<file path="config.mk">
export PLATFORM = sky130hd
export DESIGN_NAME = erasable_cycle_sequencer_flat
export DESIGN_NICKNAME = d
export VERILOG_FILES = /design/src/rtl/erasable_seq_pkg.sv /design/src/rtl/erasable_seq_if.sv /design/src/rtl/erasable_addr_decode.sv /design/src/rtl/erasable_cycle_sequencer.sv /design/src/flat_wrapper.sv
export SDC_FILE = /design/constraint.sdc
export NUM_CORES = 1
export LEC_CHECK = 0
export ABC_AREA = 0
export CAP_MARGIN = 5
export CORE_MARGIN = 3
export CORE_UTILIZATION = 26
export CTS_CLUSTER_DIAMETER = 60
export CTS_CLUSTER_SIZE = 30
export DETAILED_ROUTE_END_ITERATION = 16
export PLACE_DENSITY_LB_ADDON = 0.05
export SLEW_MARGIN = 20
export SYNTH_ARGS = -nofsm -noshare
export SYNTH_HDL_FRONTEND = slang
export SYNTH_HIERARCHICAL = 1
export SYNTH_SLANG_ARGS = --single-unit
</file>
<file path="constraint.sdc">
create_clock -name clk -period 6.6 [get_ports clk]
set_clock_uncertainty 0.15 [all_clocks]
set_input_delay 1.32 -clock clk [delete_from_list [all_inputs] [get_ports clk]]
set_output_delay 1.32 -clock clk [all_outputs]
set_load 0.02 [all_outputs]
</file>
<file path="src/rtl/erasable_seq_pkg.sv">
// erasable_seq_pkg: shared slot/owner types, constants and slot windows; ERASABLE_PARITY_EN adds a parity bit
package erasable_seq_pkg;

    typedef enum logic [3:0] {
        IDLE, T01, T02, T03, T04, T05, T06, T07, T08, T09, T10, T11, T12
    } slot_t;

    typedef enum logic [1:0] {NONE, INS, CTR} owner_t;

    localparam logic [14:0] MINUS_ONE = 15'h7FFE;

`ifdef ERASABLE_PARITY_EN
    localparam int PAR_W = 1;
`else
    localparam int PAR_W = 0;
`endif

    localparam slot_t SEL_LO  = T02;
    localparam slot_t SEL_HI  = T11;
    localparam slot_t RD_LO   = T03;
    localparam slot_t RD_HI   = T04;
    localparam slot_t SBE_T   = T05;
    localparam slot_t IDONE_T = T06;
    localparam slot_t INC_T   = T07;
    localparam slot_t IWR_T   = T09;
    localparam slot_t WR_LO   = T10;
    localparam slot_t WR_HI   = T11;
    localparam slot_t CDONE_T = T11;
    localparam slot_t RST_T   = T12;

    function automatic logic in_win(input slot_t s, input slot_t lo, input slot_t hi);
        return s >= lo && s <= hi;
    endfunction

endpackage

</file>
<file path="src/rtl/erasable_seq_if.sv">
// erasable_seq_if: request, sense and core-drive bundle of the erasable cycle sequencer; parity_err exists only under ERASABLE_PARITY_EN
interface erasable_seq_if #(
    parameter int AW = 8,
    parameter int DW = 15
);
    localparam int SW = DW + erasable_seq_pkg::PAR_W;

    logic          adv;
    logic          ins_req;
    logic [AW-1:0] ins_addr;
    logic [DW-1:0] ins_wdata;
    logic          ins_wsel;
    logic          ctr_req;
    logic [AW-1:0] ctr_addr;
    logic          ctr_dir;
    logic [SW-1:0] sense;
    logic [7:0]    xb;
    logic [7:0]    xt;
    logic [3:0]    yb;
    logic          rex;
    logic          rey;
    logic          wex;
    logic          wey;
    logic          sbe;
    logic          reset_sel;
    logic [SW-1:0] wdata;
    logic [DW-1:0] rdata;
    logic          ins_done;
    logic          ctr_done;
    logic          ovf;
    logic          busy;
`ifdef ERASABLE_PARITY_EN
    logic          parity_err;
`endif

    modport slave (
        input  adv, ins_req, ins_addr, ins_wdata, ins_wsel, ctr_req, ctr_addr, ctr_dir, sense,
        output xb, xt, yb, rex, rey, wex, wey, sbe, reset_sel, wdata, rdata, ins_done, ctr_done, ovf, busy
`ifdef ERASABLE_PARITY_EN
        , output parity_err
`endif
    );

    modport master (
        output adv, ins_req, ins_addr, ins_wdata, ins_wsel, ctr_req, ctr_addr, ctr_dir, sense,
        input  xb, xt, yb, rex, rey, wex, wey, sbe, reset_sel, wdata, rdata, ins_done, ctr_done, ovf, busy
`ifdef ERASABLE_PARITY_EN
        , input parity_err
`endif
    );

endinterface

</file>
<file path="src/rtl/erasable_addr_decode.sv">
// erasable_addr_decode: one-hot X/Y select decode of an erasable word address, gated by en
module erasable_addr_decode #(
    parameter int AW = 8
) (
    input  logic          en,
    input  logic [AW-1:0] addr,
    output logic [7:0]    xb,
    output logic [7:0]    xt,
    output logic [3:0]    yb
);

    // xb = addr[2:0], xt = addr[5:3], yb = addr[7:6]; all low outside the select window
    always_comb begin
        xb = en ? 8'd1 << addr[2:0] : 8'd0;
        xt = en ? 8'd1 << addr[5:3] : 8'd0;
        yb = en ? 4'd1 << addr[7:6] : 4'd0;
    end

endmodule

</file>
<file path="src/rtl/erasable_cycle_sequencer.sv">
// erasable_cycle_sequencer: 12-slot erasable memory cycle with PINC/MINC arbitration and write-back; ERASABLE_PARITY_EN enables odd parity
module erasable_cycle_sequencer
    import erasable_seq_pkg::*;
#(
    parameter int AW = 8,
    parameter int DW = 15
) (
    input  logic          clk,
    input  logic          rst,
    erasable_seq_if.slave bus
);

    localparam int SW = DW + PAR_W;

    slot_t         slot, slot_nx;
    owner_t        owner, owner_nx;
    logic [AW-1:0] addr_q;
    logic          dir_q;
    logic [DW-1:0] rdata_q;
    logic [SW-1:0] wdata_q;
    logic [DW:0]   sum;
    logic [DW-1:0] inc_w;
    logic          any_req;
    logic          ovf_w;

    function automatic logic [SW-1:0] with_par(input logic [DW-1:0] w);
`ifdef ERASABLE_PARITY_EN
        return {~^w, w};
`else
        return w;
`endif
    endfunction

    assign any_req = bus.ins_req | bus.ctr_req;
    assign sum     = {1'b0, rdata_q} + {1'b0, dir_q ? DW'(MINUS_ONE) : DW'(1)};
    assign inc_w   = sum[DW-1:0] + DW'(sum[DW]);
    assign ovf_w   = rdata_q == {dir_q, {(DW-1){~dir_q}}};

    // slot and owner registers; adv=0 freezes the whole cycle
    always_ff @(posedge clk or posedge rst) begin
        if (rst) begin
            slot  <= IDLE;
            owner <= NONE;
        end else if (bus.adv) begin
            slot  <= slot_nx;
            owner <= owner_nx;
        end
    end

    // slot sequencing; a T01 with no request left falls back to IDLE, counters win arbitration
    always_comb begin
        slot_nx  = (slot == IDLE || slot == T12) ? (any_req ? T01 : IDLE) :
                   (slot == T01) ? (any_req ? T02 : IDLE) : slot_t'(slot + 4'd1);
        owner_nx = (slot == T01) ? (bus.ctr_req ? CTR : bus.ins_req ? INS : NONE) :
                   (slot == T12) ? NONE : owner;
    end

    // address capture, sense capture and write-back word; wdata returns to zero after T12
    always_ff @(posedge clk or posedge rst) begin
        if (rst) begin
            addr_q  <= '0;
            dir_q   <= 1'b0;
            rdata_q <= '0;
            wdata_q <= '0;
        end else if (bus.adv) begin
            if (slot == T01) begin
                addr_q <= bus.ctr_req ? bus.ctr_addr : bus.ins_addr;
                dir_q  <= bus.ctr_dir;
            end
            if (slot == SBE_T)
                rdata_q <= bus.sense[DW-1:0];
            if (slot == INC_T && owner == CTR)
                wdata_q <= with_par(inc_w);
            if (slot == IWR_T && owner == INS)
                wdata_q <= with_par(bus.ins_wsel ? bus.ins_wdata : rdata_q);
            if (slot == RST_T)
                wdata_q <= '0;
        end
    end

`ifdef ERASABLE_PARITY_EN
    logic perr_q;

    // odd parity over the full sense word is checked as it is strobed
    always_ff @(posedge clk or posedge rst) begin
        if (rst)
            perr_q <= 1'b0;
        else if (bus.adv && slot == SBE_T)
            perr_q <= ~^bus.sense;
    end

    assign bus.parity_err = slot == IDONE_T && perr_q;
`endif

    erasable_addr_decode #(.AW(AW)) u_dec (
        .en   (in_win(slot, SEL_LO, SEL_HI)),
        .addr (addr_q),
        .xb   (bus.xb),
        .xt   (bus.xt),
        .yb   (bus.yb)
    );

    assign bus.busy      = slot != IDLE;
    assign bus.rex       = in_win(slot, RD_LO, RD_HI);
    assign bus.rey       = in_win(slot, RD_LO, RD_HI);
    assign bus.sbe       = slot == SBE_T;
    assign bus.wex       = in_win(slot, WR_LO, WR_HI);
    assign bus.wey       = in_win(slot, WR_LO, WR_HI);
    assign bus.reset_sel = slot == RST_T;
    assign bus.ins_done  = slot == IDONE_T && owner == INS;
    assign bus.ctr_done  = slot == CDONE_T && owner == CTR;
    assign bus.ovf       = slot == INC_T && owner == CTR && ovf_w;
    assign bus.rdata     = rdata_q;
    assign bus.wdata     = wdata_q;

endmodule

</file>
<file path="src/flat_wrapper.sv">
// flat-port wrapper written by rule: the top's interface ports become plain ports
module erasable_cycle_sequencer_flat import erasable_seq_pkg::*;
#(
    parameter int AW = 8,
    parameter int DW = 15
)
  (clk, rst, bus_adv, bus_ins_req, bus_ins_addr, bus_ins_wdata, bus_ins_wsel, bus_ctr_req, bus_ctr_addr, bus_ctr_dir, bus_sense, bus_xb, bus_xt, bus_yb, bus_rex, bus_rey, bus_wex, bus_wey, bus_sbe, bus_reset_sel, bus_wdata, bus_rdata, bus_ins_done, bus_ctr_done, bus_ovf, bus_busy);
  erasable_seq_if #(.AW(AW), .DW(DW)) bus_i ();
  input  logic clk;
  input  logic rst;
  input wire logic [$bits(bus_i.adv)-1:0] bus_adv;
  input wire logic [$bits(bus_i.ins_req)-1:0] bus_ins_req;
  input wire logic [$bits(bus_i.ins_addr)-1:0] bus_ins_addr;
  input wire logic [$bits(bus_i.ins_wdata)-1:0] bus_ins_wdata;
  input wire logic [$bits(bus_i.ins_wsel)-1:0] bus_ins_wsel;
  input wire logic [$bits(bus_i.ctr_req)-1:0] bus_ctr_req;
  input wire logic [$bits(bus_i.ctr_addr)-1:0] bus_ctr_addr;
  input wire logic [$bits(bus_i.ctr_dir)-1:0] bus_ctr_dir;
  input wire logic [$bits(bus_i.sense)-1:0] bus_sense;
  output wire logic [$bits(bus_i.xb)-1:0] bus_xb;
  output wire logic [$bits(bus_i.xt)-1:0] bus_xt;
  output wire logic [$bits(bus_i.yb)-1:0] bus_yb;
  output wire logic [$bits(bus_i.rex)-1:0] bus_rex;
  output wire logic [$bits(bus_i.rey)-1:0] bus_rey;
  output wire logic [$bits(bus_i.wex)-1:0] bus_wex;
  output wire logic [$bits(bus_i.wey)-1:0] bus_wey;
  output wire logic [$bits(bus_i.sbe)-1:0] bus_sbe;
  output wire logic [$bits(bus_i.reset_sel)-1:0] bus_reset_sel;
  output wire logic [$bits(bus_i.wdata)-1:0] bus_wdata;
  output wire logic [$bits(bus_i.rdata)-1:0] bus_rdata;
  output wire logic [$bits(bus_i.ins_done)-1:0] bus_ins_done;
  output wire logic [$bits(bus_i.ctr_done)-1:0] bus_ctr_done;
  output wire logic [$bits(bus_i.ovf)-1:0] bus_ovf;
  output wire logic [$bits(bus_i.busy)-1:0] bus_busy;
  assign bus_i.adv = bus_adv;
  assign bus_i.ins_req = bus_ins_req;
  assign bus_i.ins_addr = bus_ins_addr;
  assign bus_i.ins_wdata = bus_ins_wdata;
  assign bus_i.ins_wsel = bus_ins_wsel;
  assign bus_i.ctr_req = bus_ctr_req;
  assign bus_i.ctr_addr = bus_ctr_addr;
  assign bus_i.ctr_dir = bus_ctr_dir;
  assign bus_i.sense = bus_sense;
  assign bus_xb = bus_i.xb;
  assign bus_xt = bus_i.xt;
  assign bus_yb = bus_i.yb;
  assign bus_rex = bus_i.rex;
  assign bus_rey = bus_i.rey;
  assign bus_wex = bus_i.wex;
  assign bus_wey = bus_i.wey;
  assign bus_sbe = bus_i.sbe;
  assign bus_reset_sel = bus_i.reset_sel;
  assign bus_wdata = bus_i.wdata;
  assign bus_rdata = bus_i.rdata;
  assign bus_ins_done = bus_i.ins_done;
  assign bus_ctr_done = bus_i.ctr_done;
  assign bus_ovf = bus_i.ovf;
  assign bus_busy = bus_i.busy;
  erasable_cycle_sequencer #(.AW(AW), .DW(DW)) u_core (.clk(clk), .rst(rst), .bus(bus_i));
endmodule
</file>
Yosys cells after proc, flatten, opt, wreduce, memory -nomap -nowiden
Cells that the tools add are included.
{ "word_totals": {"word_cells": 63, "inputBits": 53, "ff_bits": 45, "output_inout_bits": 60} }
{ "classes": {"bitwise_logic": 2, "magnitude_cmp": 5, "n_shift": 3, "n_reduce_logical": 17, "muxes": 17, "n_eq_ne": 10, "addsub": 3} }
{ "ops": {"columns": ["op", "n"], "rows": [
  ["$mux 15", 5],
  ["$mux 8", 3],
  ["$add 15x15->16", 1],
  ["$shl 1x3->8 const A", 2],
  ["$add 15x1->15", 1],
  ["$eq 15x15->1", 1],
  ["$eq 4x3->1 const B", 3],
  ["$eq 4x4->1 const B", 3],
  ["$mux 4", 3],
  ["$ge 4x2->1 const B", 2],
  ["$logic_and 1x1->1", 8],
  ["$mux 2", 4],
  ["$reduce_and 2->1", 4],
  ["$add 4x1->4 const B", 1],
  ["$eq 4x1->1 const B", 1],
  ["$ge 4x4->1 const B", 1],
  ["$le 4x3->1 const B", 1],
  ["$le 4x4->1 const B", 1],
  ["$logic_not 4->1", 1],
  ["$reduce_bool 4->1", 1],
  ["$shl 1x2->4 const A", 1],
  ["$reduce_bool 3->1", 1],
  ["$eq 2x1->1 const B", 1],
  ["$eq 2x2->1 const B", 1],
  ["other kinds (5)", 6]
]} }

Logic depth before layout (Yosys ltp)
{ "depth": {"ltp_word": 6, "mapped_depth": 19} }

Hierarchy
The synthesis kept the hierarchy.
{ "modules_own_cells": {"columns": ["mod", "cells_each", "area_per_inst_um2", "n_inst"], "rows": [
  ["erasable_cycle_sequencer", 366, 3495.9, 1],
  ["erasable_addr_decode", 22, 234.0, 1]
]} }

Worst setup path after synthesis
Ideal clock, no wire load.
{ "synth_path": {"path_kind": "register to register", "start": "register u_core.dir_q", "end": "register u_core.wdata_q[13] (netlist: u_core/bus.wdata[13])", "path_buffers": 1, "t_arrival_ps": 3686, "required_ps": 6324, "stages_incl_launch_ff": 18, "path_slack_ps": 2638, "path_cell_list": "dfrtp_1 -> ha_1 -> buf_6 -> and2_4 -> a21bo_1 -> a2111oi_4 -> nor3b_1 -> o21ai_0 -> a21oi_1 -> o21ai_0 -> nand2b_1 -> ha_1 -> and3_1 -> and3_1 -> and4_1 -> nor4bb_2 -> xor2_1 -> a221o_1"} }
{ "synth_via": {"elab_chain_cells": 6} }
{ "synth_rtl": {"columns": ["element", "line_no", "source"], "rows": [
  ["from (decl)", "erasable_cycle_sequencer.sv:18", "logic dir_q;"],
  ["from (signal assigned)", "erasable_cycle_sequencer.sv:68", "dir_q <= bus.ctr_dir;"],
  ["$mux 15", "erasable_cycle_sequencer.sv:35", "assign sum = {1'b0, rdata_q} + {1'b0, dir_q ? DW'(MINUS_ONE) : DW'(1)};"],
  ["$add 15x15->16", "erasable_cycle_sequencer.sv:35", null],
  ["$add 15x1->15", "erasable_cycle_sequencer.sv:36", "assign inc_w = sum[DW-1:0] + DW'(sum[DW]);"],
  ["$mux 15", "erasable_cycle_sequencer.sv:72", "if (slot == INC_T && owner == CTR)"],
  ["$mux 15", "erasable_cycle_sequencer.sv:74", "if (slot == IWR_T && owner == INS)"],
  ["$mux 15", "erasable_cycle_sequencer.sv:76", "if (slot == RST_T)"],
  ["to (signal assigned)", "erasable_cycle_sequencer.sv:73", "wdata_q <= with_par(inc_w);"],
  ["to (signal assigned)", "erasable_cycle_sequencer.sv:75", "wdata_q <= with_par(bus.ins_wsel ? bus.ins_wdata : rdata_q);"],
  ["to (decl)", "erasable_cycle_sequencer.sv:20", "logic [SW-1:0] wdata_q;"]
]} }
No other way between the ends. The select of a mux whose other input is x is not followed.
A chain may end at the register's enable or synchronous reset.

Worst setup path after layout
{ "layout_path": {"start": "register u_core.dir_q", "end": "output bus_ovf"} }
{ "layout_via": {"elab_chain_cells": 3} }
{ "layout_rtl": {"columns": ["element", "line_no", "source"], "rows": [
  ["$not 1->1", "erasable_cycle_sequencer.sv:37", "assign ovf_w = rdata_q == {dir_q, {(DW-1){~dir_q}}};"],
  ["$eq 15x15->1 *", "erasable_cycle_sequencer.sv:37", null],
  ["$logic_and 1x1->1 *", "erasable_cycle_sequencer.sv:112", "assign bus.ovf = slot == INC_T && owner == CTR && ovf_w;"],
  ["to (decl)", "flat_wrapper.sv:33", "output wire logic [$bits(bus_i.ovf)-1:0] bus_ovf;"]
]} }
Every way passes the cells marked *; elsewhere a longest branch is shown, timed or not.

==> impl_summary.log <==
INFO  metric status = finished, final reports clean
INFO  metric totalWireLength = between 10000 and 15000 µm
INFO  metric antenna_violating_nets_post_route = 0
INFO  metric firstDrtPassIters = 4
INFO  metric dpl_cell_area = approximately 5000 µm²
INFO  metric final_design_instance_area_without_fill = around 5100 µm²
INFO  metric detailedPlacementHpwl = approximately 9000 µm
INFO  metric ctsLongestPathBuffers = 2
INFO  metric netlist_area = about 3700 µm²
INFO  metric num-nets-final = roughly 560
INFO  metric syn_to_final_growth = 37.6%
INFO  metric worstPathArrival = about 3.3 ns
INFO  metric reg2reg_to = u_core/bus.wdata[13]
INFO  metric maxCapViolations = 0
INFO  metric holdCritStartpoint = u_core/bus.wdata[2]
INFO  metric timing.setup.critical_path_class = reg -> out
INFO  metric tritoncts.num_buffers = 5
INFO  metric worstSetupStartpoint = u_core/dir_q
INFO  metric worst-r2r-cell-count = 16
INFO  metric initial_core_util = between 20% and 30%
INFO  metric finalPower = 0.00310 W
INFO  metric drt_drc_violations_left = 0
INFO  metric dr_total_vias = about 3300
INFO  metric final.period_utilization = slightly above 70%
INFO  metric finalCriticalPeriod = about 4.7 ns
INFO  metric number_of_global_route_vias_before_repair = between 3000 and 4000
INFO  metric rsz0062_at_grt = false
INFO  metric total_negative_slack_for_setup_checks = 0 ns
INFO  metric io-pin-count = approximately 110
INFO  metric ctsRootBufferMaster = sky130_fd_sc_hd__clkbuf_16
INFO  metric portBuffers = around 110
INFO  metric yosysMostFrequentCell = sky130_fd_sc_hd__dfrtp_1
INFO  metric synth.top_cell.area_share = slightly above 30%
INFO  metric core = 13900 µm²
INFO  metric crit_fanout = 16
INFO  metric grt_start_max_net_pins = between 40 and 50
INFO  metric post_route_cells_drive_above_1_share = 10.3%
INFO  metric powerDensity = 605 nW/µm²
INFO  metric reg2reg_from = u_core/dir_q
INFO  metric grt_util_met3 = approximately 3.1%
INFO  metric grt_use_met1 = between 20% and 30%
INFO  metric critical_path.startpoint_type = flop
INFO  metric drt-vias-per-instance = ~5
INFO  metric horizontal_die_dimension = 126 µm
INFO  metric globalRouteMet2Util = 23.6%
INFO  metric worstHoldPathCells = 2
INFO  metric die_height = between 100 and 150 µm
INFO  metric slew_viol_final = 0
INFO  metric post_cts_resized = 0
INFO  metric final-setup-viol-count = 0
INFO  metric hold_violations = 0
INFO  metric cts_hold_buf = 0
INFO  metric maximum_clock_frequency = around 0.21 GHz
INFO  metric cell_taking_the_most_area_after_synthesis = sky130_fd_sc_hd__dfrtp_1
INFO  metric fill_cells = 1428
INFO  metric clock-sinks = 45
INFO  metric grt_use_total = ~15%
INFO  metric synth_cells = 388
INFO  metric die_area = roughly 16000 µm²
INFO  metric synthesis.nets = around 460
INFO  metric synth_async_sr_flop_share = 100%
INFO  metric min_path_type = reg -> reg
INFO  metric synth_commonest_cells = sky130_fd_sc_hd__dfrtp_1, sky130_fd_sc_hd__a21oi_1, sky130_fd_sc_hd__nand2_1, sky130_fd_sc_hd__nor2_1, sky130_fd_sc_hd__ha_1
INFO  metric clock_latency = 0.30 ns
INFO  metric seq_area_frac_synth = between 30 and 40%
INFO  metric synth_cell_types = 75
INFO  metric detail_route.iter0.violations = 246
INFO  metric antennaDiodeCount = 0
INFO  metric synth_enable_flop_cells = 0
INFO  metric gpl.final_weighted_congestion = about 0.85
INFO  metric grt.busiest_layer = met2
INFO  metric r2r_setup_slack = around 2.1 ns
INFO  metric clk_transition_reported_paths = 0.07 ns
INFO  metric postCtsSetupBuffers = 0
INFO  metric postSynthRegisterBits = 45
INFO  metric critical_path_required = around 5.1 ns
INFO  metric h-tree-depth = 2
INFO  metric post_synth_main_area_contributors = sky130_fd_sc_hd__dfrtp_1, sky130_fd_sc_hd__ha_1, sky130_fd_sc_hd__mux2_2, sky130_fd_sc_hd__mux2i_1, sky130_fd_sc_hd__a21oi_1
INFO  metric slew_headroom = between 40% and 50%
INFO  metric least_margin_pin_slew = 0.856 ns
INFO  metric leakage = around 2.1 nW
INFO  metric setup.worst_path.end_class = primary output
INFO  metric synth_top_flop_cell = sky130_fd_sc_hd__dfrtp_1
INFO  metric antenna_found_initial = 0
INFO  metric avgSynthCellArea = between 9 and 10 µm²
INFO  metric rows = 43
INFO  metric grt_remaining_overflow = 0
INFO  metric avgRoutedWirePerCell = around 18 µm
INFO  metric synth-warning-count = 6
INFO  metric cts_tree = done
INFO  metric worst_hold_path.endpoint = u_core/bus.wdata[2]
INFO  metric grt_pass1_wl = roughly 19000 µm
INFO  metric ir_drop = ~220 µV
==> report_power, final <==
group          switching (W)  leakage, nW  internal (W)  total, W
Combinational        0.00122         1.51      0.000999   0.00222
Sequential          0.000194        0.552      0.000403  0.000597
Clock               0.000112       0.0797      0.000176  0.000288
==> stage by stage <==
stage	std cells	util (%)	hold slack [ns]	setup slack (ns)
after floorplan	388	-	0.321	2.64
after global placement	659	35.7	0.326	2.21
after detailed placement	659	35.7	0.321	2.12
after CTS	666	36.8	0.337	1.84
after global routing	666	36.8	0.361	1.69
final	666	36.8	0.326	1.86
==> flip-flops by register name (all words and copies together), names as in the netlist <==
register	count
u_core/bus.wdata	15
u_core/owner	2
u_core/dir_q	1
u_core/slot	4
u_core/addr_q	8
u_core/bus.rdata	15
==> how the worst max path moves through the flow <==
stage,to,slack (ns)
finish,bus_ovf,1.86
global route,bus_ovf,1.69
CTS,bus_ovf,1.84
detailed placement,u_core/bus.wdata[13],2.12
global placement,u_core/bus.wdata[13],2.21
floorplan,u_core/bus.wdata[13],2.64
==> placed cells by master, fill, tap and decap left out, types with 3 or more instances in the layout <==
master / count
sky130_fd_sc_hd__o21ai_0: 18
sky130_fd_sc_hd__a22o_1: 8
sky130_fd_sc_hd__a31oi_1: 4
sky130_fd_sc_hd__o31ai_1: 4
sky130_fd_sc_hd__dfrtp_1: 45
sky130_fd_sc_hd__mux2i_1: 18
sky130_fd_sc_hd__inv_1: 8
sky130_fd_sc_hd__and4b_1: 6
sky130_fd_sc_hd__nand3_1: 10
sky130_fd_sc_hd__a21o_1: 5
sky130_fd_sc_hd__and2_1: 4
sky130_fd_sc_hd__nor2b_1: 8
sky130_fd_sc_hd__and4_1: 4
sky130_fd_sc_hd__clkbuf_16: 5
sky130_fd_sc_hd__nor3b_1: 3
sky130_fd_sc_hd__xnor2_1: 9
sky130_fd_sc_hd__xor2_1: 12
sky130_fd_sc_hd__nor2_1: 22
sky130_fd_sc_hd__nor3_1: 7
sky130_fd_sc_hd__nand4_1: 3
sky130_fd_sc_hd__ha_1: 21
sky130_fd_sc_hd__a211oi_1: 4
sky130_fd_sc_hd__nand2_1: 22
sky130_fd_sc_hd__nand2b_1: 4
sky130_fd_sc_hd__and4bb_1: 6
sky130_fd_sc_hd__mux2_2: 17
sky130_fd_sc_hd__a21oi_1: 29
sky130_fd_sc_hd__clkdlybuf4s50_1: 112
sky130_fd_sc_hd__and3_1: 10
==> cell families after synthesis <==
family,share of synthesized area (%)
buf+inv,4.19
mux,9.96
flops,30.2
compound gates,20.0
simple gates,22.3
xor+xnor,5.80
fa+ha+maj,7.58
==> critical path, cell delays in order (launching register included) <==
cell	delay [ns]
sky130_fd_sc_hd__dfrtp_1	0.63
sky130_fd_sc_hd__ha_1	0.58
sky130_fd_sc_hd__and2_4	0.22
sky130_fd_sc_hd__nand3_1	0.07
sky130_fd_sc_hd__or4_1	0.52
sky130_fd_sc_hd__nor3_1	0.28
sky130_fd_sc_hd__clkdlybuf4s50_1	0.67
==> metal layers <==
metal	share of wire [%]	wire length [µm]
met1	49	5830
met2	45	5410
met3	4.6	541
met4	0.87	104
met5	0	0
==> final cells by class <==
class,count,area [µm²],area share [%]
clock buffers,5,125,2.44
flip-flops and latches,45,1130,21.9
multi-input cells,311,2450,47.7
well taps,180,225,4.39
repair buffers,114,1140,22.1
inverters,9,35.0,0.682
clock inverters,2,35.0,0.682
Power figures use the tool's default switching activity.
